$ cat src/rtl/alu_job_sequencer.sv
// alu_job_sequencer: takes host jobs and runs each through the start/done ALU handshake, then returns the result.
// Define SEQ_TIMEOUT_EN to abort a job stuck in REQ/REL after TIMEOUT_CYCLES cycles.
module alu_job_sequencer #(
   parameter int DATA_W         = 8,
   parameter int TIMEOUT_CYCLES = 64
) (
   input  logic              clk,
   input  logic              rst,
   input  logic              job_valid,
   output logic              job_ready,
   input  logic              job_op,
   input  logic [DATA_W-1:0] job_a,
   input  logic [DATA_W-1:0] job_b,
   output logic              rsp_valid,
   input  logic              rsp_ready,
   output logic [DATA_W-1:0] rsp_data,
   output logic              rsp_err,
   output logic              busy,
   output logic [15:0]       job_count,
   output logic              proc_start,
   output logic              proc_op_sel,
   output logic [DATA_W-1:0] proc_a,
   output logic [DATA_W-1:0] proc_b,
   input  logic [DATA_W-1:0] proc_result,
   input  logic              proc_done
);
   typedef enum logic [1:0] {IDLE, REQ, REL, RSP} state_t;
   state_t state;
   // a stale done from the processor must clear before a new job can start
   assign job_ready = state == IDLE && !proc_done;
   assign busy      = state != IDLE;
`ifdef SEQ_TIMEOUT_EN
   localparam int CW = $clog2(TIMEOUT_CYCLES);
   localparam logic [CW-1:0] LAST = CW'(TIMEOUT_CYCLES - 1);
   logic [CW-1:0] cnt;
   logic          expired;
   assign expired = cnt == LAST;
`endif
   always_ff @(posedge clk or posedge rst)
      if (rst) begin
         state       <= IDLE;
         proc_start  <= 1'b0;
         proc_op_sel <= 1'b0;
         proc_a      <= '0;
         proc_b      <= '0;
         rsp_valid   <= 1'b0;
         rsp_data    <= '0;
         rsp_err     <= 1'b0;
         job_count   <= '0;
`ifdef SEQ_TIMEOUT_EN
         cnt         <= '0;
`endif
      end else
         case (state)
            IDLE:
               if (job_valid && job_ready) begin
                  proc_op_sel <= job_op;
                  proc_a      <= job_a;
                  proc_b      <= job_b;
                  proc_start  <= 1'b1;
                  state       <= REQ;
`ifdef SEQ_TIMEOUT_EN
                  cnt         <= '0;
`endif
               end
            REQ:
               if (proc_done) begin
                  rsp_data   <= proc_result;
                  rsp_err    <= 1'b0;
                  proc_start <= 1'b0;
                  state      <= REL;
`ifdef SEQ_TIMEOUT_EN
                  cnt        <= '0;
               end else if (expired) begin
                  rsp_data   <= '0;
                  rsp_err    <= 1'b1;
                  proc_start <= 1'b0;
                  state      <= REL;
                  cnt        <= '0;
               end else begin
                  cnt        <= cnt + 1'b1;
`endif
               end
            REL:
               if (!proc_done) begin
                  rsp_valid <= 1'b1;
                  state     <= RSP;
`ifdef SEQ_TIMEOUT_EN
               end else if (expired) begin
                  rsp_data  <= '0;
                  rsp_err   <= 1'b1;
                  rsp_valid <= 1'b1;
                  state     <= RSP;
               end else begin
                  cnt       <= cnt + 1'b1;
`endif
               end
            RSP:
               if (rsp_ready) begin
                  rsp_valid <= 1'b0;
                  job_count <= job_count + 16'd1;
                  state     <= IDLE;
               end
         endcase
endmodule

$ cat config.mk
export PLATFORM = sky130hd
export DESIGN_NAME = alu_job_sequencer
export DESIGN_NICKNAME = d
export VERILOG_FILES = /design/src/rtl/alu_job_sequencer.sv
export SDC_FILE = /design/constraint.sdc
export NUM_CORES = 1
export LEC_CHECK = 0
export BUFFER_PORTS_ARGS = -buffer_cell sky130_fd_sc_hd__buf_4
export CORE_UTILIZATION = 25
export DETAILED_ROUTE_END_ITERATION = 7
export GPL_TIMING_DRIVEN = 0
export HOLD_SLACK_MARGIN = 0.08
export SLEW_MARGIN = 40
export SYNTH_ARGS = -nofsm -noshare
export SYNTH_HDL_FRONTEND = slang
export SYNTH_SLANG_ARGS = --single-unit
$ cat constraint.sdc
create_clock -name clk -period 2.45 [get_ports clk]
set_clock_uncertainty 0.2 [all_clocks]
set_input_delay 0.49 -clock clk [delete_from_list [all_inputs] [get_ports clk]]
set_output_delay 0.49 -clock clk [all_outputs]
set_load 0.02 [all_outputs]
==> reports/metrics.yaml, run 1 <==
outcome:
  outcome: "completed"
final_layout:
  finalNetCount: 265
  synthToLayoutAreaGrowth_pct: 44.2
  nFillCells: 716
  drive_gt1_frac: 0.509
  diodes: 0
  design_area_sq_um: 2760
  utilization: 0.376
power_and_ir_drop:
  power_leakage_uw: 0.00135
  powerDensity_nw_per_um2: 1170
  pwr-share-clk: 0.202
  p_int_uw: 2110
  pwr-share-seq: 0.372
  peakVddDrop_v: 0.000363
  comb_power_share: 0.426
  swShare: 0.345
  p_sw_uw: 1110
  finalPower_uw: 3220
logic_synthesis:
  synthTopCellsByArea: "dfrtp_1 (59%), mux2_2 (16%), xnor2_1 (4.6%), ha_1 (3.9%), nand2_1 (2.4%)"
  yosysWarnings: 0
  synth_largest_area_cell: "dfrtp_1"
  synth-edff-count: 0
  syn_nets: 182
  syn_avg_cell_area_sq_um: 13.1
  yosysSeqAreaShare: 0.589
  synth_common_cells: "dfrtp_1 (45), mux2_2 (27), nand2_1 (12)"
  yosysTopAreaCellShare: 0.589
  synth_ff_type: "dfrtp_1"
  netlist_instances: 146
  syn_area_sq_um: 1910
  yosys.cell_types.count: 26
  synth_most_common_cell: "dfrtp_1"
  ys_ff_latch: 45
  async_flop_share: 1.00
placed_design:
  place_hpwl_um: 3000
  placed_area_sq_um: 2610
  gp_congestion: 0.743
  io_buffer_count: 74
timing:
  whs_ns: 0.224
  fin_crit_sh: 0.862
  max_slew_margin: 0.646
  maxSlewViolCount: 0
  hold_violations: 0
  worst_pin_slew_ns: 0.527
  fin_crit_ns: 2.11
  max_freq_mhz: 474
  rsz0062_at_grt: "false"
  finalSetupTns_ns: 0
  setup_viol: 0
clocking:
  htreeDepth: 2
  cts_buffer_depth: 2
  postCtsSetupBuffers: 0
  tritoncts: "done"
  cts.clk_slew.worst_paths_ns: 0.08
  cts_sinks: 45
  cts_inserted_buffers: 5
  clock-root-buffer: "clkbuf_8"
  clkLatencyLatePin_ns: 0.29
floorplanning:
  die_h_um: 89.5
  die_w_um: 89.5
  die_area_sq_um: 8000
  io_pins: 76
  initial_core_util: 0.261
  rows: 31
  core_sq_um: 7330
global_route:
  grtUsageTotal: 0.104
  grt_max_degree: 27
  grt_pass1_wl_um: 6110
  overflow: 0
  antenna_found_initial: 0
  grt_pass1_vias: 1310
detailed_routing:
  initialDrtViolationCount: 46
  vias_per_cell: 4.05
  antenna_left: 0
  routed_wirelength_um: 3820
  num_vias: 1334
  wl_per_cell_um: 11.6
  route.detailed.drc: 0
  first_pass_iters: 4
hold_path:
  min_path_type: "primary input to flop"
critical_path:
  endpoint_kind: "output pin"
  cp-start-kind: "flop"
  critical_path_arrival_ns: 1.42
  required_ns: 1.76
  setup.worst_path.class: "flop to output pin"
  crit_path_max_fanout: 4
run:
  maxCapViolCount: 0
-- cells by family (layout without fill, tap and decap cells) --
logic type / Yosys count / in the layout / share of synthesized area
buffers and inverters: 10 / 94 / 0.0262
AO/OA/AOI/OAI: 6 / 6 / 0.0183
adder cells (fa/ha/maj): 6 / 6 / 0.0393
XOR/XNOR: 15 / 15 / 0.0687
AND/OR/NAND/NOR: 35 / 35 / 0.0923
other: 1 / 1 / 0.00196
flip-flops: 45 / 45 / 0.589
multiplexers: 28 / 28 / 0.164
-- power by group through the flow --
stage | Combinational, uW | Sequential [uW] | Clock [uW]
floorplan | 486 | 1520 | 0
global placement | 1370 | 1210 | 0
detailed placement | 1400 | 1210 | 0
CTS | 1400 | 1200 | 682
global route | 1490 | 1230 | 715
finish | 1370 | 1200 | 651
-- critical path, cell delays in order (launching register included) --
cell	delay, ns
dfrtp_1	0.42
inv_1	0.13
ha_1	0.19
inv_1	0.06
nor2_1	0.17
buf_4	0.17
-- layout by cell type, fill, tap and decap left out, types with 2 or more instances in the layout --
cell,instances
buf_4,75
nand2_1,12
xor2_1,5
xnor2_1,10
inv_1,6
mux2_2,27
clkbuf_8,5
o21ai_0,2
a21oi_1,3
nor2_1,7
bufinv_16,2
dfrtp_1,45
nand3_1,4
nand4_1,3
ha_1,6
nor2b_1,2
-- worst paths after layout --
path | slack, ns | to | cells after the start | start
max in group asynchronous | 1.14 | state[0] | 4 | rst
min reg2reg | 0.27 | job_count[15] | 1 | job_count[15]
min | 0.22 | proc_b[4] | 2 | job_b[4]
max | 0.34 | job_ready | 5 | state[0]
min in group asynchronous | 0.50 | job_count[13] | 3 | rst
max reg2reg | 0.35 | proc_b[0] | 7 | state[0]
-- sequential cells by signal, indices dropped and copies added (netlist names) --
name,count
job_count,16
proc_a,8
proc_b,8
proc_op_sel,1
proc_start,1
rsp_data,8
rsp_valid,1
state,2
-- what timing repair did --
| item | CTS | global route |
|---|---|---|
| endpoints found under the hold margin | 19 | 0 |
| gates resized for setup | 0 | 0 |
| hold buffers | 1 | 0 |
-- cell type report --
class                      instances  area (sq um)  area share
clock buffer                       5          68.8      0.0250
inverter                           7          28.8      0.0104
buffer                             3          23.8     0.00862
clock inverter                     3          65.1      0.0236
tap                               99           124      0.0449
sequential                        45          1130       0.408
multi-input combinational         91           736       0.267
timing repair buffer              76           586       0.212
-- per-stage QoR --
step           setup slack, ns  std cells
6_report                 0.339        329
5_1_grt                  0.171        329
4_1_cts                  0.296        329
3_5_place_dp             0.323        320
3_3_place_gp           0.00886        319
2_1_floorplan            0.196        146
-- routing by layer --
layer | vias to the layer above | GRT usage | share of wire
li1 | 654 | - | -
met1 | 634 | 0.124 | 0.45
met2 | 44 | 0.171 | 0.48
met3 | 2 | 0.0360 | 0.061
met4 | 0 | 0.0390 | 0.0055
met5 | - | 0 | 0
Power figures use the tool's default switching activity.
==> inputs of run 2 (changes only) <==
--- a/config.mk
+++ b/config.mk
@@ -10,6 +10,7 @@
 export DETAILED_ROUTE_END_ITERATION = 7
 export GPL_TIMING_DRIVEN = 0
 export HOLD_SLACK_MARGIN = 0.08
+export PLACE_DENSITY_LB_ADDON = 0.05
 export SLEW_MARGIN = 40
 export SYNTH_ARGS = -nofsm -noshare
 export SYNTH_HDL_FRONTEND = slang
==> run 2 against run 1 <==
  * Critical path depth is 2 higher
  * Count of clock-buffer cells in the layout stayed put
  * Cell count is 0.61% lower
  * Power is 6.3% lower
  * Die area stayed put
  * Largest power group unchanged
==> reports/metrics.yaml, run 2 (synthesized netlist as in run 1, its figures left out) <==
floorplanning:
  io_pins: 76
  rows: 31
  die_h_um: 89.5
  core_sq_um: 7330
  die_w_um: 89.5
  initial_core_util: 0.261
  die_area_sq_um: 8000
clocking:
  cts_inserted_buffers: 5
  clkLatencyLatePin_ns: 0.29
  hold_buffers: 1
  cts.clk_slew.worst_paths_ns: 0.08
  tritoncts: "done"
  cts_buffer_depth: 2
  postCtsSetupBuffers: 0
  cts_resized: 0
  cts_sinks: 45
  clock-root-buffer: "clkbuf_8"
  htreeDepth: 2
global_route:
  antenna_found_initial: 0
  overflow: 0
  use_met3: 0.0305
  grt_pass1_wl_um: 6440
  grt_pass1_vias: 1283
  grtUsageMet1: 0.133
  grt_max_degree: 28
  busiest_layer: "met2"
  met2_usage: 0.183
  grtUsageTotal: 0.109
timing:
  fin_crit_sh: 0.908
  hold_violations: 0
  setup_viol: 0
  maxSlewViolCount: 0
  max_freq_mhz: 450
  finalSetupTns_ns: 0
  rsz0062_at_grt: "false"
  max_slew_margin: 0.660
  fin_crit_ns: 2.22
  worst_pin_slew_ns: 0.505
final_layout:
  final_common_cell: "buf_4"
  nFillCells: 743
  regMostFlops: "job_count"
  seq_area_sq_um: 1130
  largest_register_ffs: 16
  diodes: 0
  synthToLayoutAreaGrowth_pct: 41.1
  utilization: 0.368
  final_cell_mix: "buf_4 (75), dfrtp_1 (45), mux2_2 (27)"
  drive_gt1_frac: 0.504
  multiInputGateArea_sq_um: 736
  finalNetCount: 265
critical_path:
  cp-start-kind: "flop"
  crit_path_max_fanout: 10
  r2r-end: "proc_b[7]"
  r2r_cells: 7
  timing.rr.start: "state[0]"
  endpoint_kind: "flop"
  startpoint: "state[0]"
  r2r_slack_ns: 0.23
  required_ns: 2.43
  setup.worst_path.class: "flop to flop"
  critical_path_arrival_ns: 2.20
power_and_ir_drop:
  power_leakage_uw: 0.00132
  comb_power_share: 0.460
  powerDensity_nw_per_um2: 1120
  pwr-share-seq: 0.400
  p_int_uw: 1890
  p_sw_uw: 1120
  swShare: 0.372
  pwr-share-clk: 0.140
  peakVddDrop_v: 0.000487
detailed_routing:
  first_pass_iters: 3
  num_vias: 1368
  wl_per_cell_um: 12.8
  vias_per_cell: 4.18
  route.detailed.drc: 0
  initialDrtViolationCount: 47
  antenna_left: 0
  routed_wirelength_um: 4200
outcome:
  outcome: "completed"
placed_design:
  gp_congestion: 0.716
  place_hpwl_um: 3200
  io_buffer_count: 74
hold_path:
  min-delay-start: "job_b[0]"
  hold_end: "proc_b[0]"
  min_path_type: "primary input to flop"
  min_path_cells: 2
run:
  maxCapViolCount: 0
## run 2: cell count changes in the layout (fill, tap and decap cells not counted)
cell / change
bufinv_16: -2
## run 2: final cells by class
class | instances | share of cell area
plain buffers | 3 | 0.00881
repair buffers | 76 | 0.217
well taps | 99 | 0.0459
clock inverters | 1 | 0.00186
clock buffers | 5 | 0.0255
multi-input cells | 91 | 0.273
inverters | 7 | 0.0107
flip-flops and latches | 45 | 0.417
## run 2: critical path, cell delays in order (launching register included)
cell     delay [ns]
dfrtp_1        0.41
inv_1          0.14
ha_1           0.22
inv_1          0.07
nor2_1         0.19
nand2_1        0.28
buf_2          0.30
mux2_2         0.30
## run 2: how the worst max path moves through the flow
stage | end | slack, ns | cells past startpoint
floorplan | proc_a[7] | 0.20 | 7
global placement | rsp_data[5] | 0.04 | 2
detailed placement | proc_b[7] | 0.24 | 7
CTS | proc_b[7] | 0.21 | 7
global route | proc_b[7] | 0.06 | 7
finish | proc_b[7] | 0.23 | 7
## run 2: per-layer routing
metal  wire (um)  up-vias
li1            -      652
met1        1860      670
met2        2070       40
met3         206        6
met4          60        0
met5           0        -
## run 2: power by group through the flow
stage / Sequential (uW) / Combinational [uW] / Clock [uW]
floorplan: 1520 / 486 / 0
global placement: 1200 / 1370 / 0
detailed placement: 1220 / 1400 / 0
CTS: 1210 / 1410 / 457
global route: 1250 / 1510 / 483
finish: 1200 / 1390 / 423
## run 2: through the flow
step | total power, uW | instance area, sq um | cells | hold slack (ns) | setup WS [ns]
after floorplan | 2010 | 1910 | 146 | 0.334 | 0.196
after CTS | 3070 | 2700 | 327 | 0.218 | 0.207
final | 3010 | 2700 | 327 | 0.228 | 0.226
after global routing | 3240 | 2700 | 327 | 0.209 | 0.0591
after global placement | 2580 | 2590 | 319 | 0.262 | 0.0385
after detailed placement | 2620 | 2610 | 320 | 0.265 | 0.238
